--- config.mk ---
export PLATFORM = sky130hd
export DESIGN_NAME = la_iocfg_chain
export DESIGN_NICKNAME = d
export VERILOG_FILES = /design/src/rtl/la_iocfg_chain_pkg.sv /design/src/rtl/la_iocfg_piso.sv /design/src/rtl/la_iocfg_chain.sv
export SDC_FILE = /design/constraint.sdc
export NUM_CORES = 1
export LEC_CHECK = 0
export BUFFER_PORTS_ARGS = -buffer_cell sky130_fd_sc_hd__clkbuf_2
export CAP_MARGIN = 20
export CORE_MARGIN = 2
export CORE_UTILIZATION = 45
export CTS_BUF_LIST = sky130_fd_sc_hd__clkbuf_4 sky130_fd_sc_hd__clkbuf_8 sky130_fd_sc_hd__clkbuf_16
export CTS_CLUSTER_SIZE = 30
export DETAILED_ROUTE_END_ITERATION = 7
export PLACE_DENSITY = 0.69
export SLEW_MARGIN = 20
export SYNTH_ARGS = -nofsm -noshare
export SYNTH_HDL_FRONTEND = slang
export SYNTH_SLANG_ARGS = --single-unit
export TNS_END_PERCENT = 100
--- constraint.sdc ---
create_clock -name clk -period 1.3 [get_ports clk]
set_input_delay 0.065 -clock clk [delete_from_list [all_inputs] [get_ports clk]]
set_output_delay 0.065 -clock clk [all_outputs]
set_load 0.02 [all_outputs]
--- src/rtl/la_iocfg_chain_pkg.sv ---
// Shared padring config definitions: state encoding for the serial pad
// config chain controllers.
package la_iocfg_chain_pkg;

  localparam logic [1:0] IDLE   = 2'd0;
  localparam logic [1:0] WAIT   = 2'd1;
  localparam logic [1:0] SHIFT  = 2'd2;
  localparam logic [1:0] UPDATE = 2'd3;

  typedef enum logic [1:0] {
    ST_IDLE   = IDLE,
    ST_WAIT   = WAIT,
    ST_SHIFT  = SHIFT,
    ST_UPDATE = UPDATE
  } iocfg_state_e;

endpackage

--- src/rtl/la_iocfg_piso.sv ---
// Parallel-in/serial-out register for one pad config word, LSB first.
// Zeros shift in, so after a full word the register and serial output idle at 0.
module la_iocfg_piso #(
  parameter int CFGW = 8
) (
  input  logic            clk,
  input  logic            rst,
  input  logic            load,
  input  logic            shift,
  input  logic [CFGW-1:0] din,
  output logic            sdo
);

  logic [CFGW-1:0] sreg;

  always_ff @(posedge clk) begin
    if (rst)
      sreg <= '0;
    else if (load)
      sreg <= din;
    else if (shift)
      sreg <= sreg >> 1;
  end

  assign sdo = sreg[0];

endmodule

--- src/rtl/la_iocfg_chain.sv ---
// Padring config chain loader: serialises a frame of NPADS config words into
// the pad chain, then strobes the update latch.
//
// state     | meaning
// IDLE      | no frame in progress, ready for the first word
// WAIT      | mid-frame, waiting for the next word
// SHIFT     | shifting one word into the chain (CFGW cycles)
// UPDATE    | frame complete, chain_upd held for UPDW cycles
module la_iocfg_chain
  import la_iocfg_chain_pkg::*;
#(
  parameter int NPADS = 8,
  parameter int CFGW  = 8,
  parameter int UPDW  = 2
) (
  input  logic            clk,
  input  logic            rst,
  input  logic            in_valid,
  input  logic [CFGW-1:0] in_data,
  input  logic            in_last,
  output logic            in_ready,
  output logic            chain_sdo,
  output logic            chain_en,
  output logic            chain_upd,
  output logic            busy,
  output logic            done,
  output logic            err
);

  localparam int BCW = $clog2(CFGW + 1);
  localparam int WCW = $clog2(NPADS + 1);
  localparam int UCW = $clog2(UPDW + 1);

  localparam logic [BCW-1:0] BIT_LAST   = BCW'(CFGW - 1);
  localparam logic [WCW-1:0] WORD_FULL  = WCW'(NPADS);
  localparam logic [UCW-1:0] UPD_LAST   = UCW'(UPDW - 1);

  iocfg_state_e   state;
  logic [BCW-1:0] bit_cnt;
  logic [WCW-1:0] word_cnt;
  logic [UCW-1:0] upd_cnt;
  logic           last_q;

  assign in_ready  = (state == ST_IDLE) || (state == ST_WAIT);
  assign chain_en  = (state == ST_SHIFT);
  assign chain_upd = (state == ST_UPDATE);
  assign busy      = (state != ST_IDLE);

  la_iocfg_piso #(.CFGW(CFGW)) u_piso (
    .clk   (clk),
    .rst   (rst),
    .load  (in_valid & in_ready),
    .shift (chain_en),
    .din   (in_data),
    .sdo   (chain_sdo)
  );

  always_ff @(posedge clk) begin
    if (rst) begin
      state    <= ST_IDLE;
      bit_cnt  <= '0;
      word_cnt <= '0;
      upd_cnt  <= '0;
      last_q   <= 1'b0;
      done     <= 1'b0;
      err      <= 1'b0;
    end else begin
      done <= 1'b0;
      case (state)
        ST_IDLE, ST_WAIT: begin
          if (in_valid) begin
            state   <= ST_SHIFT;
            bit_cnt <= '0;
            last_q  <= in_last;
            // A word taken in IDLE always opens a new frame.
            if (state == ST_IDLE) begin
              word_cnt <= WCW'(1);
              err      <= 1'b0;
            end else if (word_cnt != WORD_FULL) begin
              word_cnt <= word_cnt + WCW'(1);
            end
          end
        end
        ST_SHIFT: begin
          if (bit_cnt == BIT_LAST) begin
            bit_cnt <= '0;
            if ((word_cnt < WORD_FULL) && !last_q) begin
              state <= ST_WAIT;
            end else if ((word_cnt == WORD_FULL) && last_q) begin
              state <= ST_UPDATE;
            end else begin
              state <= ST_IDLE;
              err   <= 1'b1;
            end
          end else begin
            bit_cnt <= bit_cnt + BCW'(1);
          end
        end
        ST_UPDATE: begin
          if (upd_cnt == UPD_LAST) begin
            upd_cnt <= '0;
            state   <= ST_IDLE;
            done    <= 1'b1;
          end else begin
            upd_cnt <= upd_cnt + UCW'(1);
          end
        end
        default: state <= ST_IDLE;
      endcase
    end
  end

endmodule
Yosys cells after proc, flatten, opt, wreduce, memory -nomap -nowiden
Cells that the tools add are included.
{ "totals": {"inputBits": 12, "reg_bits": 23, "word_cells": 64} }
{ "op_classes": {"magnitude_cmp": 1, "mux": 21, "addsub": 3, "reduce_logical": 16, "n_bitwise": 2, "n_eq_ne": 13} }
{ "op_table": {"columns": ["cell", "count"], "rows": [
  ["$mux W4", 4],
  ["$mux W8", 2],
  ["$mux W2", 6],
  ["$add A4 B1 Y4 const B", 2],
  ["$ne A2 B2 Y1 const B", 4],
  ["$pmux W4 S2", 1],
  ["$reduce_bool A2 Y1", 4],
  ["$mux W1", 6],
  ["$pmux W2 S3", 1],
  ["$reduce_and A3 Y1", 2],
  ["$reduce_and A6 Y1", 1],
  ["$eq A2 B1 Y1 const B", 2],
  ["$eq A2 B2 Y1 const B", 2],
  ["$eq A4 B3 Y1 const B", 1],
  ["$eq A4 B4 Y1 const B", 1],
  ["$lt A4 B4 Y1 const B", 1],
  ["$ne A2 B1 Y1 const B", 2],
  ["$ne A4 B4 Y1 const B", 1],
  ["$reduce_and A2 Y1", 2],
  ["$reduce_or A2 Y1", 2],
  ["$add A2 B1 Y2 const B", 1],
  ["$logic_and A1 B1 Y1", 2],
  ["$logic_not A2 Y1", 1],
  ["$pmux W1 S2", 1],
  ["4 further kinds", 4]
]} }

Longest topological paths before layout
Gate-level depths: netlist of the first run.
{ "logic_depth": {"word_depth": 6, "ltp_mapped": 6} }

Modules after synthesis
From an unflattened synthesis of the first run, not the netlist that was laid out.
{ "unflattened": {"cells_unflattened": 124, "hier_area_um2": 1092.3} }
{ "by_module_without_submodules": {"columns": ["module", "n_inst", "seq_area_each_um2", "cells_per_inst", "area_per_inst_um2"], "rows": [
  ["la_iocfg_chain", 1, 300.3, 89, 723.2],
  ["la_iocfg_piso", 1, 160.2, 35, 369.1]
]} }

Worst setup path before layout of the first run
No wires, ideal clock.
{ "synth_timing": {"kind": "flip-flop to flip-flop", "from": "reg word_cnt[0]", "to": "reg word_cnt[2]", "path_stages_with_launch": 6, "slack_ps": -151, "arrival_time_ps": 1380, "n_path_buf": 0, "setup_ps": 71, "synth_period_minus_slack_ps": 1451, "t_required_ps": 1229, "cell_sequence": "dfxtp_1 > inv_1 > ha_1 > and3b_1 > or4_1 > a21oi_1"} }
{ "synth_between": {"elab_chain_cells": 3, "elab_cells_between_ends": 6, "classes_between": "add/sub (1); eq/ne (1); mux (2); reduce/logical (2)"} }
{ "synth_lines": {"columns": ["element", "line", "source"], "rows": [
  ["start, declared", "la_iocfg_chain.sv:40", "logic [WCW-1:0] word_cnt;"],
  ["start signal, assigned", "la_iocfg_chain.sv:80", "word_cnt <= word_cnt + WCW'(1);"],
  ["$add A4 B1 Y4 / $ne A4 B4 Y1 (equally long branches)", "la_iocfg_chain.sv:80, la_iocfg_chain.sv:79", null],
  ["$mux W4 / $reduce_bool A2 Y1 (equally long branches)", null, null],
  ["$mux W4 / $reduce_and A3 Y1 (equally long branches)", null, null]
]} }
Several ways; a longest one is shown, not always the timed one. The select of a mux whose other input is x is not followed.
A chain may end at the register's enable or synchronous reset.

Worst setup path after layout of the first run
Ends and elaborated chain as after synthesis.

==> results of run 1 <==
-- cell usage in the layout, fill, tap and decap left out, types with 2 or more instances in the layout --
master          n
a21oi_1        10
a21oi_2         2
a22oi_1         5
a22oi_2         2
a311oi_1        3
buf_4          20
buf_6           2
clkbuf_2       17
clkbuf_4        4
dfxtp_1        18
dfxtp_2         5
dlygate4sd3_1   3
inv_1           4
inv_2           3
nand2_1        19
nand3_1         3
nand3b_1        4
nor2_1          9
nor2b_1         2
nor3_1          2
o21ai_0         3
o21ai_1         2
-- area by class of cell --
cell class                 count  area, µm²  area share
tap                           28      35.03     0.02448
inverter                       7      26.28     0.01836
timing repair buffer          43      301.5      0.2107
clock buffer                   4      30.03     0.02098
multi-input combinational     88      571.8      0.3995
sequential                    23      466.7      0.3260
-- final timing paths --
path	from	endpoint	slack, ps	depth (start not counted)
max	word_cnt[0]	word_cnt[2]	-70	5
min	in_data[0]	u_piso.sreg[0]	-1	3
max reg2reg	word_cnt[0]	word_cnt[2]	-70	5
min reg2reg	upd_cnt[1]	upd_cnt[1]	450	2
-- cell families after synthesis --
logic type	Yosys count	share of synthesized area
AO/OA/AOI/OAI	31	0.1898
adder cells (fa/ha/maj)	3	0.03650
flip-flops	23	0.4477
AND/OR/NAND/NOR	50	0.2372
multiplexers	2	0.02068
XOR/XNOR	2	0.01703
buffers and inverters	13	0.05109
-- registers in the layout, indices dropped and copies added (netlist names) --
signal and cells:
u_piso.sreg 8, bit_cnt 4, word_cnt 4, state 2, upd_cnt 2, done 1, err 1, last_q 1
-- where the power goes --
part | leakage (nW) | internal [mW] | switching, mW | total, mW
logic | 0.396 | 0.136 | 0.138 | 0.274
registers | 0.190 | 0.737 | 0.0217 | 0.759
clock network | 0.0184 | 0.141 | 0.221 | 0.362
-- per-stage QoR --
| stage | power, mW | cells | util |
|---|---|---|---|
| 4_1_cts | 1.374 | 190 | 0.6271 |
| 3_5_place_dp | 0.9823 | 178 | 0.5648 |
| 3_3_place_gp | 0.9746 | 178 | 0.5648 |
| 6_report | 1.395 | 193 | 0.6533 |
| 5_1_grt | 1.458 | 193 | 0.6533 |
| 2_1_floorplan | 0.8902 | 124 | - |
-- critical path, stage by stage (launching register included) --
cell and delay [ps]:
dfxtp_2 360, inv_2 50, ha_4 150, and3b_2 210, or4_4 420, a21oi_2 120
-- layer usage --
metal / global-route usage / wire (µm)
met5: 0 / 0
met4: 0.1053 / 44
met3: 0.03448 / 83
met2: 0.3483 / 1253
met1: 0.2320 / 1058
-- timing repair --
action / in CTS / in global routing
gates resized for setup: 13 / 9
hold buffers: 3 / 0
hold endpoints to repair: 3 / 0
pin swaps: 2 / 6
endpoints found under the setup margin: 9 / 17
setup buffers: 5 / 3
==> results.cfg, run 1 <==
[drt]
wl_per_cell_um = 12.64
drtIter0Drc = 18
ant_nets = 0
routed-via-count = 1032
vias_per_cell = 5.347
dr.pass1.iters = 4
drc_errors = 0
drt-total-wl_um = 2439

[global_route]
grt_use_total = 0.1998
antenna_found_initial = 0
grt_overflow_total = 0
grt_pass1_wl_um = 3946
grt_max_degree = 25
grt_pass1_vias = 963

[timing]
worst_slack_ps = -68.68
finalSetupTns_ps = -140.2
fin_crit_ps = 1369
rsz0062_at_grt = yes
slew_viol_final = 0
relSlewSlack = 0.6671
hold_slack_ps = -1.248
setup_viol = 3
fmax_ghz = 0.7306
worstMarginPinSlew_ps = 499.3
finalHoldViolations = 1
finalClockSkew_ps = 10.88
min_period_over_period = 1.053

[clock_tree]
clk_path_buf_depth = 2
htree_levels = 1
root_buffer = clkbuf_4
clk_pin_slew_ps = 130
cts_sinks = 23
cts_tree = yes
cts_buffers = 3
clk_latency_ps = 320

[logic_synthesis]
synth.top_cell.area_share = 0.4477
synth.avg_cell_area_um2 = 8.294
synthCells = 124
ys_seq_area_frac = 0.4477
ys_top_cells_by_count = dfxtp_1, nand2_1, a21oi_1
synthArstFlopShare = 0
yosysMostFrequentCell = dfxtp_1
synthesis.area_um2 = 1028
synthDistinctLibCells = 33
yosys_most_used_dff = dfxtp_1
ys_ff_latch = 23
synth_area_leader_cell = dfxtp_1
synth_edf_count = 0
syn-num-nets = 139
ys_top_cells_by_area = dfxtp_1, nand2_1, a21oi_1, a22oi_1, ha_1
synth_warnings = 0

[floorplanning]
die_h_um = 51.81
core.rowCount = 17
io_pins = 19
dieArea_um2 = 2684
initial_core_util = 0.4694
die_w_um = 51.81
coreArea_um2 = 2191

[power]
powerDensity_nw_per_um2 = 974.3
ir_worst_vdd_v = 0.0009059
power.leakage_nw = 0.6037

[placement]
dp_hpwl_um = 1617
place_area_um2 = 1237
place_congestion = 0.7524
dp_slack_ps = -62.33
io_buffers = 18

[worst_setup_path]
cp.required_ps = 1560
cp_max_fo = 3
worstSetupEndpointType = flip-flop
arrival_ps = 1630
crit_type = reg2reg
start_kind = flip-flop

[final_layout]
insertedDiodeCount = 0
nFillCells = 182
area_growth_pct = 39.17
drive_above_1_share = 0.3939
postLayoutCellArea_um2 = 1431
final_nets = 181

[run]
maxCapViolations = 0

[worst_hold_path]
hold_class = in2reg

[outcome]
violations = negative hold slack, negative setup slack
outcome = complete, but fails checks
Note: power is estimated with default switching activity, not from simulation.
==> run 2, diff against run 1 <==
- ABC_AREA: default -> 1
- CORE_MARGIN: 2 -> 1.5
- SKIP_CTS_REPAIR_TIMING: default -> 1
==> results.cfg, run 2 <==
[logic_synthesis]
synthDistinctLibCells = 20
yosysMostFrequentCell = nand2_1
ys_top_cells_by_count = nand2_1, dfxtp_1, inv_1
synth.avg_cell_area_um2 = 7.098
synth.top_cell.area_share = 0.4240
yosys_most_used_dff = dfxtp_1
synthArstFlopShare = 0
synth_edf_count = 0
synth_area_leader_cell = dfxtp_1
synthCells = 153
ys_top_cells_by_area = dfxtp_1, nand2_1, inv_1, a21oi_1, o21ai_0
synthesis.area_um2 = 1086
syn-num-nets = 168
ys_ff_latch = 23
synth_warnings = 0
ys_seq_area_frac = 0.4240

[timing]
fin_crit_ps = 1253
relSlewSlack = 0.8166
min_period_over_period = 0.9640
fmax_ghz = 0.7980
worst_slack_ps = 46.86
hold_slack_ps = -3.889
finalSetupTns_ps = 0
finalClockSkew_ps = 8.529
rsz0062_at_grt = yes
setup_viol = 0
finalHoldViolations = 2
worstMarginPinSlew_ps = 274.9
slew_viol_final = 0

[final_layout]
regMostFlops = u_piso.sreg
largest_reg_flops = 8
area_growth_pct = 28.57
final_common_cell = nand2_1
layout_common_cells = nand2_1, dfxtp_1, clkbuf_2
insertedDiodeCount = 0
drive_above_1_share = 0.2849
final_nets = 202
final_cell_count_no_fill = 214
largestRegisters = u_piso.sreg x8, bit_cnt x4, word_cnt x4

[floorplanning]
io_pins = 19
die_w_um = 52.13
core.rowCount = 17
die_h_um = 52.13
coreArea_um2 = 2255
dieArea_um2 = 2717
initial_core_util = 0.4817

[placement]
dp_hpwl_um = 1677
dp_slack_ps = 2.878
placedCellCount = 199
io_buffers = 18
place_congestion = 0.8289

[drt]
dr.pass1.iters = 4
vias_per_cell = 5.065
drt-total-wl_um = 2530
ant_nets = 0
drtIter0Drc = 20
drc_errors = 0
routed-via-count = 1084
wl_per_cell_um = 11.82

[power]
powerDensity_nw_per_um2 = 1031
ir_worst_vdd_v = 0.0007920
power.leakage_nw = 0.6097

[worst_setup_path]
critical_path.top_delay_family = flip-flops
path_buf_inv = 2
cp.depth = 3
crit_type = reg2out
max_stage_delay_ps = 400
worstSetupEndpointType = primary output
arrival_ps = 1190
cp_max_fo = 8
start_kind = flip-flop
path_cells = nor2_2 -> inv_1 -> clkbuf_2
critical_path.slowest_cell = dfxtp_4
worst-r2r-cell-count = 7
cp.required_ps = 1240

[clock_tree]
root_buffer = clkbuf_4
clk_path_buf_depth = 2
cts_sinks = 23
clk_pin_slew_ps = 140
clk_latency_ps = 320
htree_levels = 1
cts_tree = yes
cts_buffers = 3

[global_route]
grt_pass1_wl_um = 3657
grt_use_total = 0.1843
grt_overflow_total = 0
grt_pass1_vias = 890
grt_max_degree = 14
antenna_found_initial = 0

[worst_hold_path]
hold_class = in2reg
hold_path_depth = 3

[outcome]
outcome = complete, but fails checks
violations = negative hold slack

[run]
maxCapViolations = 0
run 2: cell count changes after synthesis, sizes merged, moves of 2 or more:
cell,before,now
o21ai,5,12
a22oi,7,0
nand2,20,52
nand2b,2,0
nand3,3,8
nor2,10,13
inv,7,18
clkbuf,3,1
nor2b,2,0
a31oi,1,6
nand3b,4,0
a311oi,3,0
run 2: layout make-up:
class	count	area, µm²
clock buffers	3	22.52
clock inverters	1	5.005
fillers	219	858.3
inverters	18	70.07
multi-input cells	108	565.5
flip-flops and latches	23	470.5
well taps	28	35.03
repair buffers	33	227.7
run 2: metrics by stage:
| step | total power [mW] | util | area [µm²] | hold slack, ps |
|---|---|---|---|---|
| after floorplan | 0.9662 | - | 1086 | 134.4 |
| after global placement | 1.028 | 0.5339 | 1204 | 309.0 |
| after detailed placement | 1.035 | 0.5339 | 1204 | 313.5 |
| after CTS | 1.372 | 0.5461 | 1231 | -37.81 |
| after global routing | 1.513 | 0.6193 | 1396 | -0.04094 |
| final | 1.440 | 0.6193 | 1396 | -3.889 |
run 2: logic make-up after synthesis:
| group | after synthesis | synth area share |
|---|---|---|
| DFF | 23 | 0.4240 |
| AOI/OAI and AO/OA | 30 | 0.1544 |
| buffers and inverters | 22 | 0.09676 |
| adders and majority gates | 3 | 0.03457 |
| and+or+nand+nor | 75 | 0.2903 |
run 2: report_power, final:
group	switching (mW)	leakage, nW	internal, mW
clock	0.233	0.0177	0.115
combinational	0.176	0.402	0.136
sequential	0.0358	0.190	0.745
total	0.444	0.610	0.996
run 2: metal layers:
layer | track usage | wire [µm] | share of wire | vias up
met4 | 0.08772 | 38 | 0.015 | 0
li1 | - | - | - | 558
met2 | 0.3122 | 1236 | 0.49 | 22
met5 | 0 | 0 | 0 | -
met1 | 0.2228 | 1160 | 0.46 | 499
met3 | 0.03448 | 94 | 0.037 | 5
run 2: worst paths after layout:
check | startpoint | to | slack [ps]
worst max-delay path | state[1] | busy | 50
worst min-delay path | in_data[5] | u_piso.sreg[5] | -4
worst max register to register | bit_cnt[0] | state[0] | 60
worst min register to register | upd_cnt[1] | done | 430
run 2: worst register-to-register path, cell delays in order, from the launching register on:
cell     delay [ps]
dfxtp_1         410
ha_1            200
nand3_1         140
nand2_1         120
nand2_1          90
inv_1            60
nand2_1          50
a21oi_1         120
==> run 3, diff against run 2 <==
- CORE_ASPECT_RATIO: default -> 1.2
==> results.cfg, run 3 (same netlist as run 2, synthesis figures left out) <==
[global_route]
grt_max_degree = 15
grt_pass1_wl_um = 3505
grt_use_total = 0.1742
grt_overflow_total = 0
grt_pass1_vias = 904
antenna_found_initial = 0

[outcome]
outcome = complete, no violations

[placement]
io_buffers = 18
place_congestion = 0.7654
placedCellCount = 202
dp_hpwl_um = 1716
place_area_um2 = 1207

[drt]
ant_nets = 0
drtIter0Drc = 20
routed-via-count = 1031
drc_errors = 0
wl_per_cell_um = 10.88
dr.pass1.iters = 4
vias_per_cell = 4.910
drt-total-wl_um = 2285

[worst_setup_path]
cp_max_fo = 8
max_stage_delay_ps = 420
critical_path.slowest_cell = dfxtp_4
critical_path.top_delay_family = flip-flops
regToRegStartpoint = word_cnt[0]
critical_path.startpoint = state[1]
path_cells = nand2_1 -> buf_4 -> inv_1 -> clkbuf_2
arrival_ps = 1170
start_kind = flip-flop
cp.required_ps = 1240
crit_type = reg2out
worstSetupEndpointType = primary output
path_buf_inv = 3

[clock_tree]
cts_buffers = 3
clk_pin_slew_ps = 120
root_buffer = clkbuf_4
clk_path_buf_depth = 2
cts_sinks = 23
cts_tree = yes
clk_latency_ps = 300
htree_levels = 1

[final_layout]
area_growth_pct = 21.31
final_common_cell = nand2_1
insertedDiodeCount = 0
postLayoutCellArea_um2 = 1318
regMostFlops = u_piso.sreg
largest_reg_flops = 8
layout_common_cells = nand2_1, dfxtp_1, clkbuf_2
final_cell_count_no_fill = 210
largestRegisters = u_piso.sreg x8, bit_cnt x4, word_cnt x4
drive_above_1_share = 0.2849
final_nets = 195

[power]
p_total_mw = 1.392
power_frac_seq = 0.561
power.leakage_nw = 0.5663
combPwrFrac = 0.192
clock_power_share = 0.247
internal_power_mw = 0.9935
swShare = 0.2861
p_switching_mw = 0.3981
powerDensity_nw_per_um2 = 1056
ir_worst_vdd_v = 0.0008455

[timing]
finalSetupTns_ps = 0
slew_viol_final = 0
worstMarginPinSlew_ps = 261.1
min_period_over_period = 0.9518
relSlewSlack = 0.8258
finalClockSkew_ps = 5.018
rsz0062_at_grt = yes
setup_viol = 0
fin_crit_ps = 1237
finalHoldViolations = 0
fmax_ghz = 0.8082

[floorplanning]
dieArea_um2 = 2718
die_w_um = 47.85
core.rowCount = 19
die_h_um = 56.82
initial_core_util = 0.4759
coreArea_um2 = 2282
io_pins = 19

[worst_hold_path]
hold_class = in2reg
hold_start = in_data[3]

[run]
maxCapViolations = 0
run 3: worst reg2reg max path, stage by stage, from the launching register on:
cell     delay (ps)
dfxtp_2         360
inv_2            60
ha_1            150
nand2_2          60
nor2_4          170
nand3_2         120
nand2_1          80
nand2_1          50
a21oi_1         110
run 3: cell type report:
type / instances / area (µm²)
fill: 238 / 964.7
multi-input combinational: 108 / 550.5
sequential: 23 / 473.0
timing repair buffer: 26 / 155.1
inverter: 18 / 70.07
tap: 31 / 38.79
clock buffer: 4 / 30.03
run 3: power by group through the flow:
stage               sequential, mW  combinational, mW  clock, mW
finish                       0.780              0.267      0.344
global route                 0.785              0.301      0.375
CTS                          0.777              0.243      0.356
detailed placement           0.793              0.242          0
global placement             0.790              0.236          0
floorplan                    0.784              0.182          0
run 3: through the flow:
| step | hold slack, ps | util | setup WS (ps) |
|---|---|---|---|
| finish | 1.540 | 0.5773 | 62.69 |
| CTS | -21.71 | 0.5422 | -183.9 |
| floorplan | 134.4 | - | 157.1 |
| detailed placement | 312.3 | 0.5291 | 7.377 |
| global placement | 307.3 | 0.5291 | 29.75 |
| global route | 7.000 | 0.5773 | -35.55 |
run 3: layer usage:
layer  routed length (µm)  global-route usage  up-vias  part of all wire
li1                     -                   -      545                 -
met1                  994              0.2116      450              0.44
met2                 1130              0.3010       32              0.49
met3                  129             0.01929        4             0.056
met4                   30             0.05792        0             0.013
met5                    0                   0        -                 0
run 3: final timing paths:
check | endpoint | slack, ps | cells past startpoint
worst max-delay path | chain_upd | 60 | 4
worst max register to register | state[0] | 80 | 8
worst min register to register | done | 430 | 1
worst min-delay path | u_piso.sreg[3] | 2 | 3
